===== config.mk =====
export PLATFORM = sky130hd
export DESIGN_NAME = rr_resource_arbiter
export DESIGN_NICKNAME = d
export VERILOG_FILES = /design/src/rtl/rr_resource_arbiter.sv
export SDC_FILE = /design/constraint.sdc
export NUM_CORES = 1
export LEC_CHECK = 0
export CAP_MARGIN = 25
export CORE_AREA = 2 2 42 44
export CTS_BUF_LIST = sky130_fd_sc_hd__clkbuf_4 sky130_fd_sc_hd__clkbuf_8 sky130_fd_sc_hd__clkbuf_16
export DETAILED_ROUTE_END_ITERATION = 7
export DIE_AREA = 0 0 44 46
export HOLD_SLACK_MARGIN = 0.08
export PLACE_DENSITY = 0.7
export SKIP_LAST_GASP = 1
export SYNTH_ARGS = -nofsm -noshare
export SYNTH_HDL_FRONTEND = slang
export SYNTH_SLANG_ARGS = --single-unit

===== constraint.sdc =====
create_clock -name clk -period 2.1 [get_ports clk]
set_input_delay 0.63 -clock clk [delete_from_list [all_inputs] [get_ports clk]]
set_output_delay 0.63 -clock clk [all_outputs]
set_load 0.01 [all_outputs]

===== src/rtl/rr_resource_arbiter.sv =====
// ---------------------------------------------------------------------------
// rr_resource_arbiter
//
// Round-robin arbiter that shares one datapath resource between N_REQ
// requesters on a single clock. A grant is held until its owner drops its
// request or pulses done. After every grant there is one TURN cycle with no
// owner, then an IDLE cycle in which the next winner is picked.
//
// Optional feature macro: ARB_TIMEOUT_EN
//   When defined, a grant that lasts HOLD_MAX cycles with its request still
//   high and done low is forced off, and the sticky timeout flag is set.
//   When undefined, grants are unbounded and timeout is constant 0.
//
// Parameters
//   N_REQ     number of requesters (2..8)
//   ID_W      width of grant_id, 2**ID_W >= N_REQ
//   HOLD_MAX  maximum grant length in cycles (ARB_TIMEOUT_EN only)
//
// Ports
//   clk          sole clock, rising edge
//   rst_n        asynchronous active-low reset
//   req          level-sensitive request vector, one bit per requester
//   done         owner finished; only looked at while a grant is held
//   grant        one-hot grant to the current owner, zero when none
//   grant_valid  high while any grant bit is set
//   grant_id     binary index of the current owner, zero when none
//   busy         high while a grant is held or during the TURN cycle
//   timeout      sticky forced-release flag
// ---------------------------------------------------------------------------
module rr_resource_arbiter #(
  parameter int N_REQ    = 4,
  parameter int ID_W     = 2,
  parameter int HOLD_MAX = 8
) (
  input  logic             clk,
  input  logic             rst_n,
  input  logic [N_REQ-1:0] req,
  input  logic             done,
  output logic [N_REQ-1:0] grant,
  output logic             grant_valid,
  output logic [ID_W-1:0]  grant_id,
  output logic             busy,
  output logic             timeout
);

  // Elaboration-time sanity checks on the configuration.
  if ((N_REQ < 2) || (N_REQ > 8)) begin : g_bad_n_req
    $error("rr_resource_arbiter: N_REQ must be in 2..8");
  end
  if ((2 ** ID_W) < N_REQ) begin : g_bad_id_w
    $error("rr_resource_arbiter: ID_W too narrow for N_REQ");
  end
  if (HOLD_MAX < 1) begin : g_bad_hold_max
    $error("rr_resource_arbiter: HOLD_MAX must be at least 1");
  end

  typedef enum logic [1:0] {
    ST_IDLE  = 2'd0,
    ST_GRANT = 2'd1,
    ST_TURN  = 2'd2
  } state_t;

  state_t            state_q, state_d;
  logic [ID_W-1:0]   owner_q, owner_d;
  logic [ID_W-1:0]   ptr_q, ptr_d;
  logic [N_REQ-1:0]  grant_q, grant_d;
  logic              grant_valid_q, grant_valid_d;
  logic [ID_W-1:0]   grant_id_q, grant_id_d;
  logic              busy_q, busy_d;

  logic              win_found_s;
  logic [ID_W-1:0]   win_idx_s;
  logic              owner_req_s;
  logic              timeout_fire_s;
  logic              exit_s;

  // Index base+off folded back into 0..N_REQ-1 (off is always < N_REQ).
  function automatic logic [ID_W-1:0] wrap_idx(input logic [ID_W-1:0] base,
                                               input int              off);
    int sum;
    sum = int'(base) + off;
    if (sum >= N_REQ) begin
      sum = sum - N_REQ;
    end else begin
      sum = sum + 0;
    end
    return ID_W'(sum);
  endfunction

  // One-hot vector with only bit idx set.
  function automatic logic [N_REQ-1:0] to_onehot(input logic [ID_W-1:0] idx);
    logic [N_REQ-1:0] vec;
    vec      = '0;
    vec[idx] = 1'b1;
    return vec;
  endfunction

  // Successor of an owner index, used as the next priority pointer.
  function automatic logic [ID_W-1:0] next_ptr(input logic [ID_W-1:0] idx);
    logic [ID_W-1:0] nxt;
    if (idx == ID_W'(N_REQ - 1)) begin
      nxt = '0;
    end else begin
      nxt = idx + ID_W'(1);
    end
    return nxt;
  endfunction

  // Round-robin winner: first set request scanning from ptr upward, wrapping.
  always_comb begin
    win_found_s = 1'b0;
    win_idx_s   = '0;
    for (int i = 0; i < N_REQ; i++) begin
      if (!win_found_s && req[wrap_idx(ptr_q, i)]) begin
        win_found_s = 1'b1;
        win_idx_s   = wrap_idx(ptr_q, i);
      end else begin
        // An earlier candidate in scan order keeps priority.
      end
    end
  end

  // Only the owner's own request bit matters while a grant is held.
  assign owner_req_s = req[owner_q];

  // Release condition: owner drops its request, signals done, or times out.
  assign exit_s = (state_q == ST_GRANT) &&
                  (!owner_req_s || done || timeout_fire_s);

`ifdef ARB_TIMEOUT_EN
  localparam int CNT_W = $clog2(HOLD_MAX) + 1;

  logic [CNT_W-1:0] cnt_q, cnt_d;
  logic             timeout_q, timeout_d;

  // Forced release only when nothing else would have ended the grant.
  assign timeout_fire_s = (state_q == ST_GRANT) &&
                          (cnt_q == CNT_W'(HOLD_MAX)) &&
                          owner_req_s && !done;

  // Grant-length counter: 1 on the first grant cycle, cleared outside GRANT.
  always_comb begin
    cnt_d     = '0;
    timeout_d = timeout_q | timeout_fire_s;
    case (state_q)
      ST_IDLE: begin
        if (win_found_s) begin
          cnt_d = CNT_W'(1);
        end else begin
          cnt_d = '0;
        end
      end
      ST_GRANT: begin
        if (exit_s) begin
          cnt_d = '0;
        end else begin
          cnt_d = cnt_q + CNT_W'(1);
        end
      end
      ST_TURN: begin
        cnt_d = '0;
      end
      default: begin
        cnt_d = '0;
      end
    endcase
  end

  // Counter and sticky timeout flag registers.
  always_ff @(posedge clk or negedge rst_n) begin
    if (!rst_n) begin
      cnt_q     <= '0;
      timeout_q <= 1'b0;
    end else begin
      cnt_q     <= cnt_d;
      timeout_q <= timeout_d;
    end
  end

  assign timeout = timeout_q;
`else
  assign timeout_fire_s = 1'b0;
  assign timeout        = 1'b0;
`endif

  // Next-state and registered-output logic for the arbitration FSM.
  always_comb begin
    state_d       = state_q;
    owner_d       = owner_q;
    ptr_d         = ptr_q;
    grant_d       = grant_q;
    grant_valid_d = grant_valid_q;
    grant_id_d    = grant_id_q;
    busy_d        = busy_q;
    case (state_q)
      ST_IDLE: begin
        if (win_found_s) begin
          state_d       = ST_GRANT;
          owner_d       = win_idx_s;
          grant_d       = to_onehot(win_idx_s);
          grant_valid_d = 1'b1;
          grant_id_d    = win_idx_s;
          busy_d        = 1'b1;
        end else begin
          grant_d       = '0;
          grant_valid_d = 1'b0;
          grant_id_d    = '0;
          busy_d        = 1'b0;
        end
      end
      ST_GRANT: begin
        if (exit_s) begin
          state_d       = ST_TURN;
          ptr_d         = next_ptr(owner_q);
          grant_d       = '0;
          grant_valid_d = 1'b0;
          grant_id_d    = '0;
          busy_d        = 1'b1;
        end else begin
          state_d       = ST_GRANT;
        end
      end
      ST_TURN: begin
        // Exactly one dead cycle; the IDLE cycle that follows arbitrates.
        state_d       = ST_IDLE;
        grant_d       = '0;
        grant_valid_d = 1'b0;
        grant_id_d    = '0;
        busy_d        = 1'b0;
      end
      default: begin
        state_d       = ST_IDLE;
        grant_d       = '0;
        grant_valid_d = 1'b0;
        grant_id_d    = '0;
        busy_d        = 1'b0;
      end
    endcase
  end

  // FSM state, pointer and output registers.
  always_ff @(posedge clk or negedge rst_n) begin
    if (!rst_n) begin
      state_q       <= ST_IDLE;
      owner_q       <= '0;
      ptr_q         <= '0;
      grant_q       <= '0;
      grant_valid_q <= 1'b0;
      grant_id_q    <= '0;
      busy_q        <= 1'b0;
    end else begin
      state_q       <= state_d;
      owner_q       <= owner_d;
      ptr_q         <= ptr_d;
      grant_q       <= grant_d;
      grant_valid_q <= grant_valid_d;
      grant_id_q    <= grant_id_d;
      busy_q        <= busy_d;
    end
  end

  assign grant       = grant_q;
  assign grant_valid = grant_valid_q;
  assign grant_id    = grant_id_q;
  assign busy        = busy_q;

endmodule


; ---- Word level (Yosys, flattened, before mapping)
; Index checks and enable logic that the tools add are counted.
[word_totals]
reg_bits = 14
inputBits = 7
out_inout_bits = 9
elab_cells = 82
[op_classes]
add_sub_neg = 8
n_lt_le_gt_ge = 11
n_eq_ne = 4
muxes = 39
reduce_logical = 13
[op_table]
columns = op, n
row1 = $mux W2, 13
row2 = $lt A2 B3 Y1 const B, 6
row3 = $mux W1, 13
row4 = $bmux W1 S2, 5
row5 = $ge A3 B3 Y1 const B, 3
row6 = $mux W4, 2
row7 = $pmux W2 S2, 2
row8 = $pmux W4 S2, 1
row9 = $sub A2 B1 Y2 const B, 4
row10 = $add A2 B2 Y3 const B, 2
row11 = $logic_and A1 B1 Y1, 5
row12 = $logic_not A1 Y1, 4
row13 = $ne A2 B2 Y1 const B, 2
row14 = $pmux W1 S2, 2
row15 = $reduce_and A2 Y1, 2
row16 = $add A2 B1 Y3 const B, 1
row17 = $ge A2 B3 Y1 const B, 1
row18 = $add A2 B1 Y2 const B, 1
row19 = $demux W1 S2, 1
row20 = $eq A2 B1 Y1 const B, 1
row21 = $eq A2 B2 Y1 const B, 1
row22 = $ge A2 B1 Y1 const B, 1
row23 = $logic_not A2 Y1, 1
row24 = $logic_or A1 B1 Y1, 1

; ---- Longest topological paths before layout
; Gate-level depths: netlist of run 1.
[depth]
depth_word = 20
depth_mapped = 4

; ---- Worst setup path before layout of run 1
; No wires, ideal clock.
[synth_path]
path_kind = input -> register
startpoint = in req[3]
endpoint = reg ptr_q[0]
setup_ns = 0.128
t_arrival_ns = 1.721
t_required_ns = 1.972
setup_slack_ns = 0.251
cell_stages = 4
cell_sequence = mux4_2 > nand2b_2 > nor3b_4 > mux2_1
[synth_via]
elab_chain_len = 6
[synth_rtl]
columns = item, line
row1 = from (decl), 37  ; input logic [N_REQ-1:0] req,
row2 = $bmux W1 S2, 124  ; assign owner_req_s = req[owner_q];
row3 = $mux W1 (implied by the code), 124
row4 = $logic_not A1 Y1, 128  ; (!owner_req_s || done || timeout_fire_s);
row5 = $logic_or A1 B1 Y1, 128
row6 = $logic_and A1 B1 Y1, 127  ; assign exit_s = (state_q == ST_GRANT) &&
row7 = $reduce_and A2 Y1 (no source line), n/a
row8 = to (signal assigned), 254  ; ptr_q <= ptr_d;
row9 = to (decl), 65  ; logic [ID_W-1:0] ptr_q, ptr_d;
; Every way passes these cells. The select of a mux whose other input is x is not followed.
; A chain may end at the register's enable or synchronous reset.

; ---- Worst setup path after layout of run 1
[layout_path]
startpoint = in req[0]
endpoint = reg ptr_q[1]
; Same word-level chain as after synthesis.

==> results of run 1 <==
==> stage by stage <==
stage	worst slack [ps]	instance area, µm²	utilization, %	power, mW
3_3_place_gp	-226	897	55.6	1.12
6_report	39.1	938	58.1	1.33
4_1_cts	22.4	933	57.8	1.34
2_1_floorplan	251	676	-	0.853
3_5_place_dp	-258	897	55.6	1.14
5_1_grt	-4.71	938	58.1	1.42
==> cells in the final DEF (no fill, tap or decap), types with 2 or more instances in the layout <==
cell / count
sky130_fd_sc_hd__clkbuf_4: 3
sky130_fd_sc_hd__mux2_1: 3
sky130_fd_sc_hd__nand2_1: 2
sky130_fd_sc_hd__nor3_2: 2
sky130_fd_sc_hd__dfrtp_1: 14
sky130_fd_sc_hd__a21o_1: 2
sky130_fd_sc_hd__nand2b_1: 2
sky130_fd_sc_hd__clkdlybuf4s50_1: 14
sky130_fd_sc_hd__a32o_1: 4
sky130_fd_sc_hd__buf_4: 9
sky130_fd_sc_hd__nor2_1: 2
sky130_fd_sc_hd__a22o_1: 2
==> flip-flops by register name, summed over array words and instances (netlist names) <==
name         count
state_q          2
busy             1
grant            4
grant_valid      1
ptr_q            2
grant_id         2
owner_q          2
==> power breakdown <==
part	internal [mW]	switching, mW
combinational	0.371	0.260
clock	0.105	0.0829
sequential	0.395	0.113
total	0.871	0.456
==> path summary, 6_finish.rpt <==
check / slack (ps) / endpoint / cells after the start
setup / recovery: 40 / ptr_q[1]$_DFFE_PN0N_ / 5
hold / removal: 500 / grant_valid$_DFFE_PN0P_ / 1
setup reg to reg: 360 / ptr_q[1]$_DFFE_PN0N_ / 4
hold reg to reg: 500 / grant_valid$_DFFE_PN0P_ / 1
max in group asynchronous: 980 / grant_valid$_DFFE_PN0P_ / 1
min in group asynchronous: 740 / grant[0]$_DFFE_PN0P_ / 1
==> cell families (layout without fill, tap and decap cells) <==
logic type               Yosys count  count (layout)  synth area share, %
other                              1               1                0.555
AO/OA/AOI/OAI                     15              15                 18.5
AND/OR/NAND/NOR                   13              13                 14.1
buffers and inverters              2              28                 1.67
multiplexers                       6               6                 11.5
flip-flops                        14              14                 51.9
adder cells (fa/ha/maj)            1               1                 1.85
==> worst max-delay path, delay by kind of cell <==
kind          cells  cell delay (ps)
mux               2              840
buf+inv           1              430
simple gates      2              320
==> cell type report <==
| cell class | count | area, µm² |
|---|---|---|
| clock buffers | 4 | 36.3 |
| fillers | 145 | 676 |
| inverters | 1 | 3.75 |
| multi-input cells | 36 | 319 |
| flip-flops and latches | 14 | 350 |
| well taps | 17 | 21.3 |
| repair buffers | 23 | 208 |
==> layer usage <==
metal  vias to the layer above  global-route usage [%]  share of wire, %
met5                         -                       0                 0
met4                         0                    5.45              0.60
met3                         2                    4.76               5.4
met2                        11                    25.3                46
met1                       260                    20.6                48
li1                        253                       -                 -
==> run_summary.xml, run 1 <==
<?xml version="1.0" encoding="UTF-8"?>
<metrics>
  <group name="floorplanning">
    <metric name="design.die.area" unit="µm²">2020</metric>
    <metric name="chipHeight" unit="µm">46</metric>
    <metric name="initial_core_util" unit="%">41.9</metric>
    <metric name="boundaryPins" unit="">16</metric>
    <metric name="core_region_area" unit="µm²">1610</metric>
    <metric name="die_width" unit="µm">44</metric>
    <metric name="core.rowCount" unit="">15</metric>
  </group>
  <group name="timing">
    <metric name="setup_violations" unit="">0</metric>
    <metric name="max_slew_margin" unit="%">59.5</metric>
    <metric name="rsz_0062_raised_after_global_routing" unit="">yes</metric>
    <metric name="slew_viol_final" unit="">0</metric>
    <metric name="worst_hold_slack" unit="ps">496</metric>
    <metric name="max_clock_freq" unit="MHz">485</metric>
    <metric name="final_report_hold_violation_count" unit="">0</metric>
    <metric name="period_needed" unit="ps">2060</metric>
    <metric name="setup_tns" unit="ps">0</metric>
    <metric name="worst_clock_skew" unit="ps">1.73</metric>
    <metric name="final.period_utilization" unit="%">98.1</metric>
    <metric name="worst_slew_pin_slew" unit="ps">605</metric>
  </group>
  <group name="min_path">
    <metric name="min-delay-start" unit="">grant_valid$_DFFE_PN0P_</metric>
    <metric name="min_path_type" unit="">flop to flop</metric>
  </group>
  <group name="finish">
    <metric name="final_cell_count_no_fill" unit="">95</metric>
    <metric name="design.final.nets" unit="">87</metric>
    <metric name="post_route_cells_drive_above_1_share" unit="%">24.4</metric>
    <metric name="ant_diodes" unit="">0</metric>
    <metric name="area_growth" unit="%">38.9</metric>
  </group>
  <group name="synth">
    <metric name="synth_largest_area_cell" unit="">sky130_fd_sc_hd__dfrtp_1</metric>
    <metric name="synth.most_common_cell" unit="">sky130_fd_sc_hd__dfrtp_1</metric>
    <metric name="synth-async-reset-ratio" unit="%">100</metric>
    <metric name="synth-seq-area-share" unit="%">51.9</metric>
    <metric name="yosys.cell_types.count" unit="">28</metric>
    <metric name="postSynthCellCount" unit="">52</metric>
    <metric name="share_of_the_synthesized_area_in_the_top_cell_type" unit="%">51.9</metric>
    <metric name="ys_seq_elements" unit="">14</metric>
    <metric name="synthTopCellsByArea" unit="">sky130_fd_sc_hd__dfrtp_1 52%, sky130_fd_sc_hd__a32o_1 5.9%, sky130_fd_sc_hd__mux2_1 5.0%</metric>
    <metric name="synth_top_cells_by_count" unit="">14 x sky130_fd_sc_hd__dfrtp_1, 4 x sky130_fd_sc_hd__a32o_1, 3 x sky130_fd_sc_hd__mux2_1</metric>
    <metric name="synthesis.area_per_instance" unit="µm²">13.0</metric>
    <metric name="yosys_warnings" unit="">0</metric>
    <metric name="synth.net_count" unit="">60</metric>
    <metric name="postSynth.topFlopCell" unit="">sky130_fd_sc_hd__dfrtp_1</metric>
    <metric name="edff_count_synth" unit="">0</metric>
    <metric name="mappedNetlistArea" unit="µm²">676</metric>
  </group>
  <group name="worst_setup_path">
    <metric name="worst_path_cell_with_the_longest_stage_delay" unit="">sky130_fd_sc_hd__mux4_2</metric>
    <metric name="cp_max_fo" unit="">3</metric>
    <metric name="crit_path_arrival_time" unit="ps">2220</metric>
    <metric name="stage_delay_of_the_slowest_cell_on_the_critical_path" unit="ps">490</metric>
    <metric name="worst_r2r_startpoint" unit="">owner_q[0]$_DFFE_PN0P_</metric>
    <metric name="timing.critical_path.cells" unit="">clkdlybuf4s50_1, mux4_2, nand2b_4, nor3b_4, mux2_1</metric>
    <metric name="worst_setup_path_end_kind" unit="">flop</metric>
    <metric name="crit_type" unit="">input pin to flop</metric>
    <metric name="worst_setup_path_start_kind" unit="">input pin</metric>
    <metric name="critPathRequiredTime" unit="ps">2260</metric>
    <metric name="first_element_of_the_critical_path" unit="">req[0]</metric>
  </group>
  <group name="route">
    <metric name="dr.first_iter.drc_count" unit="">7</metric>
    <metric name="dr_total_vias" unit="">526</metric>
    <metric name="avgRoutedWirePerCell" unit="µm">14.1</metric>
    <metric name="avgViaCountPerCell" unit="">5.54</metric>
    <metric name="finalWirelength" unit="µm">1340</metric>
    <metric name="drt-pass1-iter-count" unit="">4</metric>
    <metric name="drt_drc_violations_left" unit="">0</metric>
    <metric name="antenna_left" unit="">0</metric>
  </group>
  <group name="global_route">
    <metric name="grt_start_max_net_pins" unit="">15</metric>
    <metric name="grt_antenna_before_repair" unit="">0</metric>
    <metric name="first_global_vias" unit="">538</metric>
    <metric name="track_usage" unit="%">15.9</metric>
    <metric name="grt_pass1_wl" unit="µm">2300</metric>
    <metric name="grt_overflow_total" unit="">0</metric>
  </group>
  <group name="pwr">
    <metric name="max-vdd-ir-drop" unit="µV">773</metric>
    <metric name="power_leakage" unit="nW">0.424</metric>
    <metric name="power_per_cell_area" unit="nW/µm²">1410</metric>
  </group>
  <group name="clocking">
    <metric name="ctsResizeCount" unit="">0</metric>
    <metric name="worst_setup_hold_path_clk_slew" unit="ps">80</metric>
    <metric name="clock_insertion_delay_worst_skew" unit="ps">270</metric>
    <metric name="cts_inserted_buffers" unit="">3</metric>
    <metric name="clk_root_buffer_cell" unit="">sky130_fd_sc_hd__clkbuf_4</metric>
    <metric name="cts-root-to-sink-buffers" unit="">2</metric>
    <metric name="cts.sink_count" unit="">14</metric>
    <metric name="cts_tree" unit="">yes</metric>
    <metric name="post_cts.repair.setup_buffers" unit="">0</metric>
    <metric name="ctsHtreeMaxLevel" unit="">1</metric>
    <metric name="cts_hold_buf" unit="">0</metric>
  </group>
  <group name="place">
    <metric name="place.port_buffers" unit="">14</metric>
    <metric name="detailed_place_hpwl" unit="µm">1000</metric>
    <metric name="gp_congestion" unit="">0.712</metric>
    <metric name="place_inst" unit="">91</metric>
  </group>
  <group name="run">
    <metric name="max_cap_violations" unit="">0</metric>
  </group>
  <group name="outcome">
    <metric name="run_status" unit="">complete, no violations</metric>
  </group>
</metrics>
Note: power is estimated with default switching activity, not from simulation.
==> inputs of run 2 (changes only) <==
--- a/config.mk
+++ b/config.mk
@@ -12,7 +12,9 @@
 export DIE_AREA = 0 0 44 46
 export HOLD_SLACK_MARGIN = 0.08
 export PLACE_DENSITY = 0.7
+export REMOVE_ABC_BUFFERS = 1
 export SKIP_LAST_GASP = 1
 export SYNTH_ARGS = -nofsm -noshare
 export SYNTH_HDL_FRONTEND = slang
 export SYNTH_SLANG_ARGS = --single-unit
+export TNS_END_PERCENT = 5
==> run 2 against run 1 <==
Net effect: critical path depth unchanged; clock power up 2%; register-to-register slack about the same; core utilization is 0.16 points higher; sequential share of layout area shrank 0.099 points; worst setup slack got worse by 1.3 ps; combinational power about the same; first-iteration DRC count stayed put.
==> run_summary.xml, run 2 (same netlist as run 1, synthesis figures left out) <==
<?xml version="1.0" encoding="UTF-8"?>
<metrics>
  <group name="floorplanning">
    <metric name="boundaryPins" unit="">16</metric>
    <metric name="core_region_area" unit="µm²">1610</metric>
    <metric name="initial_core_util" unit="%">41.9</metric>
    <metric name="design.die.area" unit="µm²">2020</metric>
    <metric name="die_width" unit="µm">44</metric>
    <metric name="core.rowCount" unit="">15</metric>
    <metric name="chipHeight" unit="µm">46</metric>
  </group>
  <group name="worst_setup_path">
    <metric name="worst_setup_path_start_kind" unit="">input pin</metric>
    <metric name="crit_path_arrival_time" unit="ps">2230</metric>
    <metric name="critPathRequiredTime" unit="ps">2270</metric>
    <metric name="cp_max_fo" unit="">3</metric>
    <metric name="regToRegSetupSlack" unit="ps">350</metric>
    <metric name="worst_setup_path_end_kind" unit="">flop</metric>
    <metric name="crit_type" unit="">input pin to flop</metric>
  </group>
  <group name="finish">
    <metric name="ant_diodes" unit="">0</metric>
    <metric name="postLayoutCoreUtil" unit="%">58.3</metric>
    <metric name="number_of_inserted_filler_cells_in_the_final_layout" unit="">146</metric>
    <metric name="area_growth" unit="%">39.3</metric>
    <metric name="largest_reg_flops" unit="">4</metric>
    <metric name="leading_cell_types_in_the_layout_fill_and_taps_excluded" unit="">14 x sky130_fd_sc_hd__dfrtp_1, 14 x sky130_fd_sc_hd__clkdlybuf4s50_1, 10 x sky130_fd_sc_hd__buf_4, 4 x sky130_fd_sc_hd__a32o_1</metric>
    <metric name="post_route_cells_drive_above_1_share" unit="%">25.3</metric>
    <metric name="design.final.nets" unit="">88</metric>
  </group>
  <group name="global_route">
    <metric name="track_usage" unit="%">16.5</metric>
    <metric name="grt_pass1_wl" unit="µm">2350</metric>
    <metric name="grt_start_max_net_pins" unit="">15</metric>
    <metric name="grt_overflow_total" unit="">0</metric>
    <metric name="first_global_vias" unit="">512</metric>
    <metric name="grt_antenna_before_repair" unit="">0</metric>
  </group>
  <group name="timing">
    <metric name="worst_slew_pin_slew" unit="ps">611</metric>
    <metric name="worst_clock_skew" unit="ps">0.746</metric>
    <metric name="setup_violations" unit="">0</metric>
    <metric name="final_report_hold_violation_count" unit="">0</metric>
    <metric name="rsz_0062_raised_after_global_routing" unit="">yes</metric>
    <metric name="period_needed" unit="ps">2060</metric>
    <metric name="final.period_utilization" unit="%">98.2</metric>
    <metric name="max_slew_margin" unit="%">59.2</metric>
    <metric name="max_clock_freq" unit="MHz">485</metric>
    <metric name="final.setup.worst_slack" unit="ps">37.8</metric>
    <metric name="slew_viol_final" unit="">0</metric>
    <metric name="setup_tns" unit="ps">0</metric>
  </group>
  <group name="clocking">
    <metric name="ctsHtreeMaxLevel" unit="">1</metric>
    <metric name="cts.sink_count" unit="">14</metric>
    <metric name="cts_tree" unit="">yes</metric>
    <metric name="worst_setup_hold_path_clk_slew" unit="ps">80</metric>
    <metric name="cts-root-to-sink-buffers" unit="">2</metric>
    <metric name="ctsResizeCount" unit="">0</metric>
    <metric name="clk_root_buffer_cell" unit="">sky130_fd_sc_hd__clkbuf_4</metric>
    <metric name="clock_insertion_delay_worst_skew" unit="ps">280</metric>
    <metric name="cts_inserted_buffers" unit="">3</metric>
  </group>
  <group name="place">
    <metric name="pre_cts_ws" unit="ps">-269</metric>
    <metric name="place.port_buffers" unit="">14</metric>
    <metric name="gp_congestion" unit="">0.700</metric>
    <metric name="detailed_place_hpwl" unit="µm">989</metric>
  </group>
  <group name="route">
    <metric name="dr.first_iter.drc_count" unit="">7</metric>
    <metric name="antenna_left" unit="">0</metric>
    <metric name="avgViaCountPerCell" unit="">5.52</metric>
    <metric name="drt-pass1-iter-count" unit="">4</metric>
    <metric name="dr_total_vias" unit="">530</metric>
    <metric name="drt_drc_violations_left" unit="">0</metric>
    <metric name="avgRoutedWirePerCell" unit="µm">13.8</metric>
    <metric name="finalWirelength" unit="µm">1330</metric>
  </group>
  <group name="run">
    <metric name="max_cap_violations" unit="">0</metric>
  </group>
  <group name="outcome">
    <metric name="run_status" unit="">complete, no violations</metric>
  </group>
  <group name="pwr">
    <metric name="max-vdd-ir-drop" unit="µV">798</metric>
    <metric name="power_per_cell_area" unit="nW/µm²">1410</metric>
    <metric name="power_leakage" unit="nW">0.423</metric>
    <metric name="finalPower" unit="mW">1.33</metric>
  </group>
  <group name="min_path">
    <metric name="min_path_type" unit="">flop to flop</metric>
  </group>
</metrics>
[run 2: cell count changes in the layout (fill, tap and decap cells not counted), sizes merged]
cell  before  now
buf        9   10
[run 2: through the flow]
step | instances | hold slack, ps | instance area, µm²
after floorplan | 51 | 334 | 668
after global placement | 91 | 465 | 897
after detailed placement | 91 | 474 | 897
after CTS | 95 | 498 | 933
after global routing | 96 | 520 | 941
final | 96 | 493 | 941
[run 2: final cells by class]
type / instances / area (µm²) / area share, %
Sequential cell: 14 / 350 / 37.2
Multi-Input combinational cell: 36 / 314 / 33.4
Timing Repair Buffer: 24 / 215 / 22.9
Clock buffer: 4 / 36.3 / 3.86
Tap cell: 17 / 21.3 / 2.26
Inverter: 1 / 3.75 / 0.399
[run 2: routing by layer]
layer / wire length [µm] / part of all wire (%) / vias to the layer above / global-route usage, %
met3: 55 / 4.1 / 4 / 3.97
met2: 560 / 42 / 15 / 22.6
met5: 0 / 0 / - / 0
met4: 40 / 3.0 / 0 / 10.9
li1: - / - / 256 / -
met1: 671 / 51 / 255 / 22.9
[run 2: path summary, 6_finish.rpt]
kind | from | end | depth (start not counted)
setup / recovery | req[3] | ptr_q[1]$_DFFE_PN0N_ | 5
hold / removal | grant_valid$_DFFE_PN0P_ | grant_valid$_DFFE_PN0P_ | 1
setup reg to reg | owner_q[0]$_DFFE_PN0P_ | ptr_q[1]$_DFFE_PN0N_ | 4
hold reg to reg | grant_valid$_DFFE_PN0P_ | grant_valid$_DFFE_PN0P_ | 1
max in group asynchronous | rst_n | grant_id[1]$_DFFE_PN0P_ | 1
min in group asynchronous | rst_n | ptr_q[0]$_DFFE_PN0N_ | 1
[run 2: power breakdown]
part           switching [mW]  internal [mW]
Clock                  0.0860          0.106
Sequential              0.115          0.395
Combinational           0.251          0.378
[run 2: critical path, stage by stage]
cell and delay (ps):
sky130_fd_sc_hd__clkdlybuf4s50_1 420, sky130_fd_sc_hd__mux4_2 480, sky130_fd_sc_hd__nand2b_2 110, sky130_fd_sc_hd__nor3b_4 240
sky130_fd_sc_hd__mux2_1 350
[run 2: repair_timing]
action / in CTS / in global routing
setup buffers: 0 / 1
endpoints found under the setup margin: 0 / 2
endpoints found under the hold margin: 0 / 0
hold buffers: 0 / 0
==> inputs of run 3 (changes only) <==
--- a/config.mk
+++ b/config.mk
@@ -5,7 +5,8 @@
 export SDC_FILE = /design/constraint.sdc
 export NUM_CORES = 1
 export LEC_CHECK = 0
-export CAP_MARGIN = 25
+export ABC_CLOCK_PERIOD_IN_PS = 2100
+export CAP_MARGIN = 5
 export CORE_AREA = 2 2 42 44
 export CTS_BUF_LIST = sky130_fd_sc_hd__clkbuf_4 sky130_fd_sc_hd__clkbuf_8 sky130_fd_sc_hd__clkbuf_16
 export DETAILED_ROUTE_END_ITERATION = 7
==> results of run 3 <==
Same layout as run 2: the final DEF is identical, and so are final timing and power.
